==> src/rtl/uart_tx.sv <==
// UART transmitter: start, DATA_BITS data bits LSB-first, optional parity, STOP_BITS stop bits.
// Parity bit and PARITY state are compiled in only when UART_TX_PARITY_EN is defined.
module uart_tx #(
   parameter int DATA_BITS  = 8,
   parameter int STOP_BITS  = 1,
   parameter int PARITY_ODD = 0
) (
   input  logic                 clk,
   input  logic                 rst,
   input  logic                 baud_tick,
   input  logic [DATA_BITS-1:0] tx_data,
   input  logic                 tx_valid,
   output logic                 tx_ready,
   output logic                 tx,
   output logic                 busy
);

   localparam int CNT_W = (DATA_BITS > 1) ? $clog2(DATA_BITS) : 1;
   localparam logic [CNT_W-1:0] LAST_BIT = CNT_W'(DATA_BITS - 1);
   localparam logic STOP_LAST = (STOP_BITS == 2) ? 1'b1 : 1'b0;

`ifdef UART_TX_PARITY_EN
   localparam logic ODD_BIT = (PARITY_ODD != 0) ? 1'b1 : 1'b0;

   typedef enum logic [2:0] {
      S_IDLE   = 3'd0,
      S_ALIGN  = 3'd1,
      S_START  = 3'd2,
      S_DATA   = 3'd3,
      S_PARITY = 3'd4,
      S_STOP   = 3'd5
   } state_e;

   logic parity_q, parity_d;
`else
   typedef enum logic [2:0] {
      S_IDLE   = 3'd0,
      S_ALIGN  = 3'd1,
      S_START  = 3'd2,
      S_DATA   = 3'd3,
      S_STOP   = 3'd5
   } state_e;
`endif

   state_e               state_q, state_d;
   logic [DATA_BITS-1:0] shreg_q, shreg_d;
   logic [CNT_W-1:0]     bit_cnt_q, bit_cnt_d;
   logic                 stop_cnt_q, stop_cnt_d;
   logic                 tx_q, tx_d;
   logic                 ready_q;
   logic                 busy_q;

   always_comb begin
      state_d    = state_q;
      shreg_d    = shreg_q;
      bit_cnt_d  = bit_cnt_q;
      stop_cnt_d = stop_cnt_q;
`ifdef UART_TX_PARITY_EN
      parity_d   = parity_q;
`endif
      case (state_q)
         S_IDLE: begin
            // ready_q is low on the first cycle out of reset, so no accept then
            if (tx_valid && ready_q) begin
               shreg_d    = tx_data;
               bit_cnt_d  = '0;
               stop_cnt_d = 1'b0;
`ifdef UART_TX_PARITY_EN
               parity_d   = (^tx_data) ^ ODD_BIT;
`endif
               state_d    = S_ALIGN;
            end else begin
               state_d = S_IDLE;
            end
         end
         S_ALIGN: begin
            if (baud_tick) state_d = S_START;
            else           state_d = S_ALIGN;
         end
         S_START: begin
            if (baud_tick) state_d = S_DATA;
            else           state_d = S_START;
         end
         S_DATA: begin
            if (baud_tick) begin
               shreg_d = {1'b0, shreg_q[DATA_BITS-1:1]};
               if (bit_cnt_q == LAST_BIT) begin
`ifdef UART_TX_PARITY_EN
                  state_d = S_PARITY;
`else
                  state_d = S_STOP;
`endif
               end else begin
                  bit_cnt_d = bit_cnt_q + 1'b1;
               end
            end else begin
               state_d = S_DATA;
            end
         end
`ifdef UART_TX_PARITY_EN
         S_PARITY: begin
            if (baud_tick) state_d = S_STOP;
            else           state_d = S_PARITY;
         end
`endif
         S_STOP: begin
            if (baud_tick) begin
               if (stop_cnt_q == STOP_LAST) state_d = S_IDLE;
               else                         stop_cnt_d = 1'b1;
            end else begin
               state_d = S_STOP;
            end
         end
         default: state_d = S_IDLE;
      endcase
   end

   // Line level is decided from the state being entered so tx changes on the same edge
   always_comb begin
      tx_d = 1'b1;
      case (state_d)
         S_IDLE:   tx_d = 1'b1;
         S_ALIGN:  tx_d = 1'b1;
         S_START:  tx_d = 1'b0;
         S_DATA:   tx_d = shreg_d[0];
`ifdef UART_TX_PARITY_EN
         S_PARITY: tx_d = parity_d;
`endif
         S_STOP:   tx_d = 1'b1;
         default:  tx_d = 1'b1;
      endcase
   end

   always_ff @(posedge clk) begin
      if (rst) begin
         state_q    <= S_IDLE;
         shreg_q    <= '0;
         bit_cnt_q  <= '0;
         stop_cnt_q <= 1'b0;
         tx_q       <= 1'b1;
         ready_q    <= 1'b0;
         busy_q     <= 1'b0;
`ifdef UART_TX_PARITY_EN
         parity_q   <= 1'b0;
`endif
      end else begin
         state_q    <= state_d;
         shreg_q    <= shreg_d;
         bit_cnt_q  <= bit_cnt_d;
         stop_cnt_q <= stop_cnt_d;
         tx_q       <= tx_d;
         ready_q    <= (state_d == S_IDLE);
         busy_q     <= (state_d != S_IDLE);
`ifdef UART_TX_PARITY_EN
         parity_q   <= parity_d;
`endif
      end
   end

   assign tx_ready = ready_q;
   assign busy     = busy_q;
   assign tx       = tx_q;

endmodule

==> config.mk <==
export PLATFORM = sky130hd
export DESIGN_NAME = uart_tx
export DESIGN_NICKNAME = d
export VERILOG_FILES = /design/src/rtl/uart_tx.sv
export SDC_FILE = /design/constraint.sdc
export NUM_CORES = 1
export LEC_CHECK = 0
export CAP_MARGIN = 20
export CELL_PAD_IN_SITES_DETAIL_PLACEMENT = 1
export CELL_PAD_IN_SITES_GLOBAL_PLACEMENT = 2
export CORE_ASPECT_RATIO = 1.2
export CORE_MARGIN = 2
export CORE_UTILIZATION = 35
export CTS_BUF_LIST = sky130_fd_sc_hd__clkbuf_4 sky130_fd_sc_hd__clkbuf_8
export DETAILED_ROUTE_END_ITERATION = 12
export PLACE_DENSITY_LB_ADDON = 0.1
export SLEW_MARGIN = 20
export SYNTH_ARGS = -nofsm -noshare
export SYNTH_HDL_FRONTEND = slang
export SYNTH_SLANG_ARGS = --single-unit
==> constraint.sdc <==
create_clock -name clk -period 3 [get_ports clk]
set_input_delay 0.3 -clock clk [delete_from_list [all_inputs] [get_ports clk]]
set_output_delay 0.3 -clock clk [all_outputs]
set_load 0.01 [all_outputs]
==> Word-level counts from Yosys, hierarchy flattened <==
Index checks and enable logic that the tools add are counted.
{ "totals": {"register_bits": 18, "latchBits": 0, "mem_bits_rw": 0, "rom_bits": 0, "inputBits": 12, "output_inout_bits": 3, "elab_cells": 49, "n_memories": 0} }
{ "classes": {"n_addsub": 1, "multipliers": 0, "div": 0, "magnitude_cmp": 0, "n_eq_ne": 11, "shift": 0, "n_mux": 20, "bitwise_logic": 0, "reduce_logical": 9} }
{ "ops": {"columns": ["op", "n"], "rows": [
  ["2-to-1 mux 3 bit", 7],
  ["2-to-1 mux 8 bit", 2],
  ["one-hot mux 8 bit (2 select lines)", 1],
  ["one-hot mux 3 bit (5 select lines)", 1],
  ["== test 3 x 2 -> 1 bit (second input constant)", 4],
  ["inequality test 2 bit (second input constant)", 4],
  ["== test 3 bit (second input constant)", 2],
  ["logical NOT 3 bit", 2],
  ["one-hot mux 3 bit (2 select lines)", 1],
  ["AND reduction 3 bit", 2],
  ["2-to-1 mux 1 bit", 5],
  ["one-hot mux 1 bit (2 select lines)", 2],
  ["AND reduction 4 bit", 1],
  ["nonzero test 2 bit", 2],
  ["adder 3 x 1 -> 3 bit (second input constant)", 1],
  ["== test 3 x 1 -> 1 bit (second input constant)", 1],
  ["nonzero test 3 bit", 1],
  ["2-to-1 mux 2 bit", 1],
  ["logical AND 1 bit", 1]
]} }

==> Longest topological paths before layout <==
{ "depth": {"ltp_word": 6, "ltp_mapped": 6, "depth_no_buf": 6} }

==> Worst setup path after synthesis <==
Ideal clock, no wire load.
{ "synth_timing": {"path_kind": "reg2reg", "start": "register bit_cnt_q[0]", "end": "register bit_cnt_q[2]", "setup_time_ns": 0.128, "arrival_ns": 1.411, "required_ns": 2.872, "slack_ns": 1.461, "stages_incl_launch_ff": 7, "path_buffers": 0, "period_less_slack_ns": 1.539, "cell_sequence": "dfxtp_1 ha_1 ha_1 nand3b_1 a211o_1 a22oi_1 nor2_1"} }
{ "synth_between": {"elab_chain_len": 4, "elab_cells_between_ends": 7, "cone_classes": "1 x add/sub; 2 x eq/ne; 3 x mux; 1 x reduce/logical"} }
{ "synth_lines": {"columns": ["element", "line_no", "source"], "rows": [
  ["start, declared", "47", "logic [CNT_W-1:0] bit_cnt_q, bit_cnt_d;"],
  ["start signal, assigned", "149", "bit_cnt_q <= bit_cnt_d;"],
  ["adder 3 x 1 -> 3 bit", "94", "bit_cnt_d = bit_cnt_q + 1'b1;"],
  ["2-to-1 mux 3 bit", "87", "if (bit_cnt_q == LAST_BIT) begin"],
  ["2-to-1 mux 3 bit", "85", "if (baud_tick) begin"],
  ["one-hot mux 3 bit (2 select lines)", "61", "case (state_q)"]
]} }
Several ways; a longest one is shown, not always the timed one. The select of a mux whose other input is x is not followed.
A chain may end at the register's enable or synchronous reset.

==> Worst setup path in the final report <==
Same ends and word-level chain as after synthesis.

==> results.cfg <==
[power_and_ir_drop]
leakage_nw = 0.350
power_density_nw_per_um2 = 463
power_uw = 450
peakVddDrop_mv = 0.304

[timing]
finalMaxSlewViolations = 0
setup_tns_ps = 0
max_slew_margin_pct = 60.2
setup_violations = 0
rsz0062_at_grt = no
period_share_pct = 55.5
max_clock_freq_ghz = 0.600
skew_ps = 2.46
finalHoldViolCount = 0
tightest_slew_ps = 596
period_needed_ps = 1670

[setup_path]
startpoint_type = register
cp-end-kind = register
critPathKind = reg -> reg
worstPathArrival_ps = 1840
r2r.worst_path.cells = 6
crit_fanout = 4
r2r_start = bit_cnt_q[0]$_SDFFE_PP0P_
crit_required_ps = 3170
r2r_end = bit_cnt_q[2]$_SDFFE_PP0P_
ff2ff_setup_slack_ps = 1330

[clock_network]
cts_resized = 0
cts_tree = built
htreeDepth = 1
cts-root-buf = clkbuf_4
post_cts_buffers = 0
ctsLongestPathBuffers = 2
clk_pin_slew_ps = 100
cts_hold_buf = 0
insertion_delay_ps = 290
numCtsBuffers = 3
cts_sinks = 17

[placement]
routabilityCongestion = 0.658
port_buffers = 14
hpwlAfterDp_mm = 1.18
dp.cells = 121

[global_routing]
grt_use_total_pct = 15.2
grt_pass1_wl_mm = 2.95
grt_pass1_vias = 672
grt_max_degree = 17
grt_overflow_total = 0
antenna_found_initial = 0

[synthesis]
syn_nets = 96
yosys_warnings = 0
synth.most_common_cell = nor2_1
synthArstFlopShare_pct = 0
synth-seq-cells = 17
ys_top_cells_by_area = dfxtp_1 43%, nor2_1 8.5%, a222oi_1 7.5%
synth_top_cell_by_area = dfxtp_1
synth_area_per_cell_sq_um = 9.72
synth_top_flop_cell = dfxtp_1
synth_cells = 82
yosys-top-cells-count = 18 x nor2_1, 17 x dfxtp_1, 6 x a21oi_1, 6 x a222oi_1, 4 x nand3b_1
ys_seq_area_share_pct = 42.7
ys_types = 32
synth-edff-count = 0
synth_top_area_share_pct = 42.7
syn_area_sq_um = 797

[run]
cap_violations = 0

[cells_and_area]
layout.nets = 110
postLayoutCoreUtil_pct = 46.0
fin_cells = 125
areaGrowthSynthToFinish_pct = 22.1
diodes = 0
drive_gt1_share_pct = 10.5

[min_path]
min_to = bit_cnt_q[1]$_SDFFE_PP0P_
min_from = bit_cnt_q[1]$_SDFFE_PP0P_
min_path_cells = 2
hold_class = reg -> reg

[route]
wl_per_cell_um = 13.4
firstDrtPassIters = 4
vias_per_cell = 5.43
ant_nets = 0
vias = 679
drc = 0
drtIter0Drc = 19
finalWirelength_mm = 1.67

[floorplan]
placementRows = 18
core_sq_um = 2120
dieWidth_um = 47.6
io_pins = 15
die_h_um = 56.3
die_area_sq_um = 2680
start_util_pct = 37.6

[status]
outcome = finished clean
==> cell usage in the layout (no fill, tap or decap), drive strengths merged, types with 3 or more instances in the layout <==
master,n
dfxtp,17
clkdlybuf4s50,14
clkbuf,3
a21oi,6
nand3b,4
nor2,19
a222oi,6
==> power by group <==
group | internal, mW | total [mW] | leakage, nW | switching [mW]
clock network | 0.0497 | 0.126 | 0.0177 | 0.0759
registers | 0.237 | 0.251 | 0.139 | 0.0136
logic | 0.0427 | 0.0739 | 0.194 | 0.0312
total | 0.330 | 0.450 | 0.350 | 0.121
==> how the worst max path moves through the flow <==
stage,start,end,slack [ps],cells after the start
after floorplan,bit_cnt_q[0]$_SDFFE_PP0P_,bit_cnt_q[2]$_SDFFE_PP0P_,1460,6
after global routing,bit_cnt_q[0]$_SDFFE_PP0P_,bit_cnt_q[2]$_SDFFE_PP0P_,1210,6
final,bit_cnt_q[0]$_SDFFE_PP0P_,bit_cnt_q[2]$_SDFFE_PP0P_,1330,6
after detailed placement,baud_tick,shreg_q[5]$_SDFFE_PP0P_,1070,5
after CTS,bit_cnt_q[0]$_SDFFE_PP0P_,bit_cnt_q[2]$_SDFFE_PP0P_,1320,6
after global placement,baud_tick,shreg_q[4]$_SDFFE_PP0P_,1110,5
==> flip-flops by register name, indices dropped and copies added (netlist names) <==
register   cells
bit_cnt_q      3
busy           1
shreg_q        8
state_q        3
tx             1
tx_ready       1
==> layer usage <==
metal | up-vias | routed length [um] | track usage (%)
met5 | - | 0 | 0
met4 | 0 | 29 | 8.11
met3 | 4 | 65 | 2.89
met2 | 14 | 782 | 23.2
met1 | 323 | 793 | 19.5
li1 | 338 | - | -
==> cells by family after synthesis <==
kind of cell / share of synthesized area, %
buffers and inverters: 3.61
muxes: 1.26
adders and majority gates: 3.14
DFF: 42.7
and+or+nand+nor: 25.7
AOI/OAI and AO/OA: 23.5
==> through the flow <==
| step | cell area (sq um) | hold slack (ps) | setup slack (ps) |
|---|---|---|---|
| 2_1_floorplan | 797 | 372 | 1460 |
| 3_3_place_gp | 946 | 476 | 1110 |
| 3_5_place_dp | 946 | 487 | 1070 |
| 4_1_cts | 973 | 512 | 1320 |
| 5_1_grt | 973 | 536 | 1210 |
| 6_report | 973 | 503 | 1330 |
==> cell type report <==
cell class                      instances  area (sq um)
Clock buffer                            3          22.5
Clock inverter                          1          5.00
Fill cell                             264          1140
Multi-Input combinational cell         60           428
Sequential cell                        17           340
Tap cell                               30          37.5
Timing Repair Buffer                   14           140
==> critical path, cell delays in order, from the launching register on <==
cell and delay, ps:
dfxtp_1 340, ha_1 200, ha_1 220, nand3b_1 190
a211o_1 350, a22oi_1 190, nor2_1 60
Power figures use the tool's default switching activity.
